==> src/rtl/vec_pkg.sv <==
// Shared types and defaults for the serial-to-parallel vector assembler.
package vec_pkg;

   localparam int DATA_WIDTH_IN_DEF = 16;
   localparam int N_IN_DEF          = 8;
   localparam int CNT_WIDTH_DEF     = 16;

   typedef logic [DATA_WIDTH_IN_DEF-1:0] lane_t;
   typedef lane_t vec_t [N_IN_DEF];

   typedef enum logic {FILL = 1'b0, HOLD = 1'b1} state_e;

endpackage

==> src/rtl/vec_out_slice.sv <==
// Output register for the assembled vector: holds data/pad stable until the
// consumer takes it, and counts completed handoffs.
module vec_out_slice
   import vec_pkg::*;
#(
   parameter int DATA_WIDTH_IN = DATA_WIDTH_IN_DEF,
   parameter int N_IN          = N_IN_DEF,
   parameter int CNT_WIDTH     = CNT_WIDTH_DEF
) (
   input  logic                     i_clk,
   input  logic                     i_rst_n,
   input  logic                     load_i,
   input  logic [DATA_WIDTH_IN-1:0] load_data_i [N_IN],
   input  logic                     load_pad_i,
   input  logic                     i_ready,
   output logic                     o_valid,
   output logic [DATA_WIDTH_IN-1:0] o_data [N_IN],
   output logic                     o_pad,
   output logic [CNT_WIDTH-1:0]     o_vec_cnt,
   output logic                     o_slot_free
);

   logic                     valid_q;
   logic                     pad_q;
   logic [DATA_WIDTH_IN-1:0] data_q [N_IN];
   logic [CNT_WIDTH-1:0]     cnt_q, cnt_d;
   logic                     handoff;

   assign handoff     = valid_q && i_ready;
   assign o_slot_free = !valid_q || i_ready;
   assign cnt_d       = handoff ? cnt_q + 1'b1 : cnt_q;

   always_ff @(posedge i_clk or negedge i_rst_n) begin
      if (!i_rst_n) begin
         valid_q <= 1'b0;
         pad_q   <= 1'b0;
         cnt_q   <= '0;
         for (int j = 0; j < N_IN; j++) data_q[j] <= '0;
      end else begin
         cnt_q <= cnt_d;
         // A load in the same cycle as a handoff keeps valid high: no bubble.
         if (load_i) begin
            valid_q <= 1'b1;
            pad_q   <= load_pad_i;
            data_q  <= load_data_i;
         end else if (handoff) begin
            valid_q <= 1'b0;
         end
      end
   end

   assign o_valid   = valid_q;
   assign o_pad     = pad_q;
   assign o_data    = data_q;
   assign o_vec_cnt = cnt_q;

endmodule

==> src/rtl/vec_assembler.sv <==
// Packs N_IN serial samples into a lane vector; fill buffer plus output
// register give two-deep buffering so collection overlaps a stalled output.
module vec_assembler
   import vec_pkg::*;
#(
   parameter int DATA_WIDTH_IN = DATA_WIDTH_IN_DEF,
   parameter int N_IN          = N_IN_DEF,
   parameter int CNT_WIDTH     = CNT_WIDTH_DEF
) (
   input  logic                     i_clk,
   input  logic                     i_rst_n,
   input  logic                     i_valid,
   input  logic [DATA_WIDTH_IN-1:0] i_data,
   input  logic                     i_last,
   output logic                     o_ready,
   output logic [DATA_WIDTH_IN-1:0] o_data [N_IN],
   output logic                     o_valid,
   input  logic                     i_ready,
   output logic                     o_pad,
   output logic [CNT_WIDTH-1:0]     o_vec_cnt
);

   localparam int IW = $clog2(N_IN);
   localparam logic [IW-1:0] LAST_IDX = IW'(N_IN - 1);

   state_e                   state_q, state_d;
   logic [IW-1:0]            wr_idx_q, wr_idx_d;
   logic [DATA_WIDTH_IN-1:0] fill_q [N_IN];
   logic [DATA_WIDTH_IN-1:0] fill_d [N_IN];
   logic                     hpad_q, hpad_d;
   logic [DATA_WIDTH_IN-1:0] vec_now [N_IN];
   logic [DATA_WIDTH_IN-1:0] load_data [N_IN];
   logic                     load, load_pad, slot_free;
   logic                     beat, complete, pad_now;

   assign o_ready  = (state_q == FILL);
   assign beat     = i_valid && o_ready;
   assign complete = beat && (wr_idx_q == LAST_IDX || i_last);
   assign pad_now  = i_last && (wr_idx_q != LAST_IDX);

   always_comb begin
      state_d   = state_q;
      wr_idx_d  = wr_idx_q;
      fill_d    = fill_q;
      hpad_d    = hpad_q;
      load      = 1'b0;
      load_pad  = 1'b0;
      // Current beat merged into the buffer, lanes above it forced to zero.
      for (int j = 0; j < N_IN; j++) begin
         if (IW'(j) < wr_idx_q)       vec_now[j] = fill_q[j];
         else if (IW'(j) == wr_idx_q) vec_now[j] = i_data;
         else                         vec_now[j] = '0;
      end
      load_data = vec_now;

      case (state_q)
         FILL: begin
            if (complete) begin
               if (slot_free) begin
                  load     = 1'b1;
                  load_pad = pad_now;
                  wr_idx_d = '0;
                  for (int j = 0; j < N_IN; j++) fill_d[j] = '0;
               end else begin
                  fill_d  = vec_now;
                  hpad_d  = pad_now;
                  state_d = HOLD;
               end
            end else if (beat) begin
               fill_d[wr_idx_q] = i_data;
               wr_idx_d         = wr_idx_q + 1'b1;
            end
         end
         HOLD: begin
            // Output is necessarily valid here, so i_ready alone means handoff.
            if (o_valid && i_ready) begin
               load      = 1'b1;
               load_data = fill_q;
               load_pad  = hpad_q;
               wr_idx_d  = '0;
               hpad_d    = 1'b0;
               for (int j = 0; j < N_IN; j++) fill_d[j] = '0;
               state_d   = FILL;
            end
         end
         default: state_d = FILL;
      endcase
   end

   always_ff @(posedge i_clk or negedge i_rst_n) begin
      if (!i_rst_n) begin
         state_q  <= FILL;
         wr_idx_q <= '0;
         hpad_q   <= 1'b0;
         for (int j = 0; j < N_IN; j++) fill_q[j] <= '0;
      end else begin
         state_q  <= state_d;
         wr_idx_q <= wr_idx_d;
         hpad_q   <= hpad_d;
         fill_q   <= fill_d;
      end
   end

   vec_out_slice #(
      .DATA_WIDTH_IN (DATA_WIDTH_IN),
      .N_IN          (N_IN),
      .CNT_WIDTH     (CNT_WIDTH)
   ) u_out (
      .i_clk       (i_clk),
      .i_rst_n     (i_rst_n),
      .load_i      (load),
      .load_data_i (load_data),
      .load_pad_i  (load_pad),
      .i_ready     (i_ready),
      .o_valid     (o_valid),
      .o_data      (o_data),
      .o_pad       (o_pad),
      .o_vec_cnt   (o_vec_cnt),
      .o_slot_free (slot_free)
   );

endmodule

==> config.mk <==
export PLATFORM = sky130hd
export DESIGN_NAME = vec_assembler
export DESIGN_NICKNAME = d
export VERILOG_FILES = /design/src/rtl/vec_pkg.sv /design/src/rtl/vec_out_slice.sv /design/src/rtl/vec_assembler.sv
export SDC_FILE = /design/constraint.sdc
export NUM_CORES = 1
export LEC_CHECK = 0
export CAP_MARGIN = 15
export CORE_MARGIN = 2
export CORE_UTILIZATION = 40
export DETAILED_ROUTE_END_ITERATION = 10
export PLACE_DENSITY = 0.64
export SYNTH_ARGS = -nofsm -noshare
export SYNTH_HDL_FRONTEND = slang
export SYNTH_SLANG_ARGS = --single-unit
==> constraint.sdc <==
create_clock -name i_clk -period 3 [get_ports i_clk]
set_clock_uncertainty 0.2 [all_clocks]
set_input_delay 0.6 -clock i_clk [delete_from_list [all_inputs] [get_ports i_clk]]
set_output_delay 0.6 -clock i_clk [all_outputs]
set_load 0.02 [all_outputs]
After elaboration in Yosys (flattened, before gate mapping)
Index checks and enable logic that the tools add are counted.
{"block": "classes", "n_addsub": 2, "n_lt_le_gt_ge": 10, "n_eq_ne": 14, "mux": 48, "bitwise_logic": 2, "reduce_logical": 13}
{"operator": "$mux W128", "n": 6}
{"operator": "$mux W16", "n": 17}
{"operator": "$pmux W128 S2", "n": 1}
{"operator": "$bwmux W128", "n": 1}
{"operator": "$demux W16 S3", "n": 1}
{"operator": "$add A16 B1 Y16 const B", "n": 1}
{"operator": "$mux W1", "n": 13}
{"operator": "$eq A3 B3 Y1 const A", "n": 4}
{"operator": "$lt A3 B3 Y1 const A", "n": 4}
{"operator": "$mux W3", "n": 4}
{"operator": "$pmux W1 S2", "n": 4}
{"operator": "$eq A2 B3 Y1 const A", "n": 2}
{"operator": "$lt A1 B3 Y1 const A", "n": 2}
{"operator": "$lt A2 B3 Y1 const A", "n": 2}
{"operator": "$ne A3 B3 Y1 const B", "n": 2}
{"operator": "$pmux W3 S2", "n": 1}
{"operator": "$reduce_and A3 Y1", "n": 2}
{"operator": "$logic_and A1 B1 Y1", "n": 5}
{"operator": "$ge A4 B4 Y1 const B", "n": 1}
{"operator": "$lt A4 B1 Y1 const B", "n": 1}
{"operator": "$ne A2 B1 Y1 const B", "n": 2}
{"operator": "$not A3 Y4", "n": 1}
{"operator": "$add A3 B1 Y3 const B", "n": 1}
{"operator": "$eq A1 B3 Y1 const A", "n": 1}
{"operator": "9 further kinds", "n": 10}
{"block": "totals", "register_bits": 279, "input_bits": 21, "output_inout_bits": 147}

Depth between registers and ports, before layout
{"block": "logic_depth", "ltp_word": 9, "ltp_mapped": 10}

Modules after synthesis
A second synthesis with hierarchy kept.
{"block": "unflattened", "cells_unflattened": 1220, "area_unflattened_um2": 13538.0}
{"mod": "vec_assembler", "n_inst": 1, "cells_per_inst": 890, "area_each_um2": 8041.5, "seq_area_each_um2": 3328.2}
{"mod": "vec_out_slice", "n_inst": 1, "cells_per_inst": 330, "area_each_um2": 5496.5, "seq_area_each_um2": 3653.5}

Worst setup path after synthesis
OpenSTA, ideal clock, no wires.
{"block": "synth_timing", "kind": "register to register", "start": "register wr_idx_q[1]", "end": "register u_out.data_q (netlist bit u_out.o_data[117])", "t_arrival_ns": 2.213, "setup_slack_ns": 0.522, "path_stages_with_launch": 11, "n_path_buf": 4, "period_less_slack_ns": 2.478, "cell_sequence": "dfrtp_1 buf_6 buf_4 inv_1 ha_1 buf_2 or4b_4 nor4_4 buf_6 a22oi_2 nand2_1"}
{"block": "synth_via", "elab_chain_cells": 5, "word_cells_on_any_way": 11}
{"element": "start, declared", "line_no": "vec_assembler.sv:27", "text": "logic [IW-1:0] wr_idx_q, wr_idx_d;"}
{"element": "start signal, assigned", "line_no": "vec_assembler.sv:98", "text": "wr_idx_q <= wr_idx_d;"}
{"element": "parallel branches: the longest is 5 deep, another holds $lt A1 B3 Y1"}
{"element": "end signal, assigned", "line_no": "vec_out_slice.sv:45", "text": "data_q <= load_data_i;"}
{"element": "end, declared", "line_no": "vec_out_slice.sv:25", "text": "logic [DATA_WIDTH_IN-1:0] data_q [N_IN];"}
Parallel ways; which one is timed is not known.
A chain may end at the register's enable or synchronous reset.

Worst setup path in the final report
{"block": "layout_timing", "start": "register state_q", "end": "output port o_ready"}
{"block": "layout_via", "elab_chain_cells": 1}
{"element": "start, declared", "line_no": "vec_assembler.sv:26", "text": "state_e state_q, state_d;"}
{"element": "start signal, assigned", "line_no": "vec_assembler.sv:97", "text": "state_q <= state_d;"}
{"element": "$not A1 Y1"}
{"element": "end, declared", "line_no": "vec_assembler.sv:15", "text": "output logic o_ready,"}
No other way between the ends.

==> impl_metrics.toml <==
[placed_design]
dp_hpwl_um = 24200
portBuffers = 167
place_area_sq_um = 15000
gp_congestion = 0.814
pre_cts_slack_ns = 0.0485
dp_cells = 1631

[logic_synthesis]
syn_nets = 1128
synth_warnings = 0
synthCells = 1102
netlist_area_sq_um = 12700
ys_seq_area_share_pct = 54.8
avgSynthCellArea_sq_um = 11.6
synth_edf_count = 0
ys.flop_type = "dfrtp_1"
async_reset_ff_share_pct = 100
synth_cell_types = 66
ys_ff_latch = 279

[worst_setup_path]
path_cells = "inv_1 > clkdlybuf4s50_1"
end_kind = "output port"
path_max_fanout = 9
worst-endpoint-arrival_ns = 1.93
crit_required_ns = 2.20
path_buf_inv = 2
slowest_delay_ns = 0.66
cp-start-kind = "flop"
cp_slowest_cell = "clkdlybuf4s50_1"
crit_family = "buffers and inverters"
crit_type = "flop to output port"

[grt]
grt_max_degree = 64
grt_pass1_vias = 10122
grt-ovfl-total = 0
track_usage_pct = 22.7
grt_pass1_wl_um = 59700
antenna_found_initial = 0

[routing]
finalWirelength_um = 37600
vias = 10043
viasPerCell = 5.96
dr.first_iter.drc_count = 991
avgRoutedWirePerCell_um = 22.3
first_pass_iters = 6
ant_nets = 0
post-route-drc-count = 0

[floorplan]
dieArea_sq_um = 33300
coreArea_sq_um = 31500
initial_core_util_pct = 40.4
die_x_um = 182
die_y_um = 182
num_rows = 65
io_pins = 168

[timing]
hold_viol_final = 0
max_freq_mhz = 366
worst_slew_pin_slew_ns = 0.990
finalSetupTns_ns = 0
slew_viol_final = 0
maxSlewHeadroom_pct = 33.6
fin_ws_ns = 0.267
rsz0062_at_grt = "no"
period_share_pct = 91.1
setup_viol = 0
finalCriticalPeriod_ns = 2.73

[clock_tree]
worstSkewPairLatency_ns = 0.57
cts.htree.levels = 1
cts.sinks = 279
clockRootBuffer = "clkbuf_16"
cts_buffers = 30
clk_pin_slew_ns = 0.06
cts_tree = "done"
clock_path_buffers = 3
post_cts_buffers = 0

[finish]
fin_nets = 1288
drive_above_1_share_pct = 15.2
final_area_sq_um = 16000
diodes = 0
fin_cells = 1686
area_growth_pct = 25.8

[power_and_ir_drop]
power.density_nw_per_um2 = 879
p_leak_nw = 7.23
vdd_drop_max_mv = 0.571

[job]
maxCapViolCount = 0

[outcome]
status = "finished clean"

[worst_hold_path]
hp-class = "flop to flop"
-- kinds of logic after synthesis --
| kind of cell | count (synthesis) | share of synthesized area, % |
|---|---|---|
| compound gates | 357 | 25.0 |
| buf+inv | 142 | 5.99 |
| fa+ha+maj | 5 | 0.491 |
| simple gates | 301 | 12.4 |
| xor+xnor | 15 | 1.03 |
| mux | 3 | 0.246 |
| flops | 279 | 54.8 |
-- worst min-delay path, stage by stage, from the launching register on --
cell,delay (ns)
dfrtp_1,0.35
nand2_1,0.05
nand2_1,0.05
-- cells in the final DEF (no fill, tap or decap), types with 20 or more instances in the layout --
cell / n
a221o_1: 95
nor2_1: 38
o21ai_0: 20
clkbuf_16: 30
inv_1: 21
a22o_1: 96
nand2_1: 126
buf_4: 70
dfrtp_1: 279
nand3_1: 46
clkdlybuf4s50_1: 166
a21oi_1: 38
a22oi_1: 23
-- state kept, by name, summed over array words and instances, names as in the netlist --
register         cells
fill_q             128
hpad_q               1
state_q              1
u_out.o_data       128
u_out.o_pad          1
u_out.o_valid        1
u_out.o_vec_cnt     16
wr_idx_q             3
-- metrics by stage --
step | util [%] | hold slack [ns] | power [mW]
2_1_floorplan | - | 0.104 | 8.21
3_3_place_gp | 47.5 | 0.263 | 10.2
3_5_place_dp | 47.5 | 0.259 | 10.2
4_1_cts | 50.9 | 0.277 | 14.2
5_1_grt | 50.9 | 0.298 | 14.8
6_report | 50.9 | 0.279 | 14.1
-- repair_timing --
action,CTS,global route
endpoints found under the hold margin,57,0
hold buffers,1,0
gates resized for setup,0,0
-- worst paths after layout --
check                            start                 to  slack, ns  depth (start not counted)
min reg2reg                fill_q[115]  u_out.o_data[115]       0.28                          2
min in group asynchronous      i_rst_n         fill_q[24]       0.37                          2
max                            state_q            o_ready       0.27                          2
max in group asynchronous      i_rst_n   u_out.o_data[38]       1.33                          3
min                        fill_q[115]  u_out.o_data[115]       0.28                          2
max reg2reg                wr_idx_q[0]         fill_q[19]       0.36                          6
-- where the power goes --
part           leakage, nW  switching, mW  internal [mW]
clock network        0.503           1.53           2.35
registers             3.80          0.670           4.62
logic                 2.92           2.79           2.10
total                 7.23           4.99           9.07
-- synthesized netlist by cell type, drive strengths merged, types with 22 or more instances --
| cell | number | area [sq um] |
|---|---|---|
| a21oi | 42 | 225 |
| a221o | 95 | 951 |
| a22o | 96 | 841 |
| a22oi | 33 | 298 |
| buf | 87 | 556 |
| clkbuf | 33 | 124 |
| dfrtp | 279 | 6980 |
| inv | 22 | 82.6 |
| nand2 | 127 | 479 |
| nand3 | 48 | 258 |
| nor2 | 43 | 179 |
| o21ai | 25 | 140 |
-- area by class of cell --
cell class / instances / area, sq um
clock buffer: 43 / 870
clock inverter: 11 / 174
fill: 2771 / 15500
inverter: 22 / 82.6
multi-input combinational: 681 / 5000
sequential: 279 / 6980
tap: 402 / 503
timing repair buffer: 248 / 2400
-- metal layers --
| layer | routed length [um] | vias up | GRT usage (%) |
|---|---|---|---|
| met5 | 0 | - | 0 |
| met4 | 836 | 0 | 6.03 |
| met3 | 2620 | 50 | 3.69 |
| met2 | 17100 | 410 | 34.9 |
| met1 | 17100 | 5108 | 33.3 |
| li1 | - | 4475 | - |
Note: power is estimated with default switching activity, not from simulation.
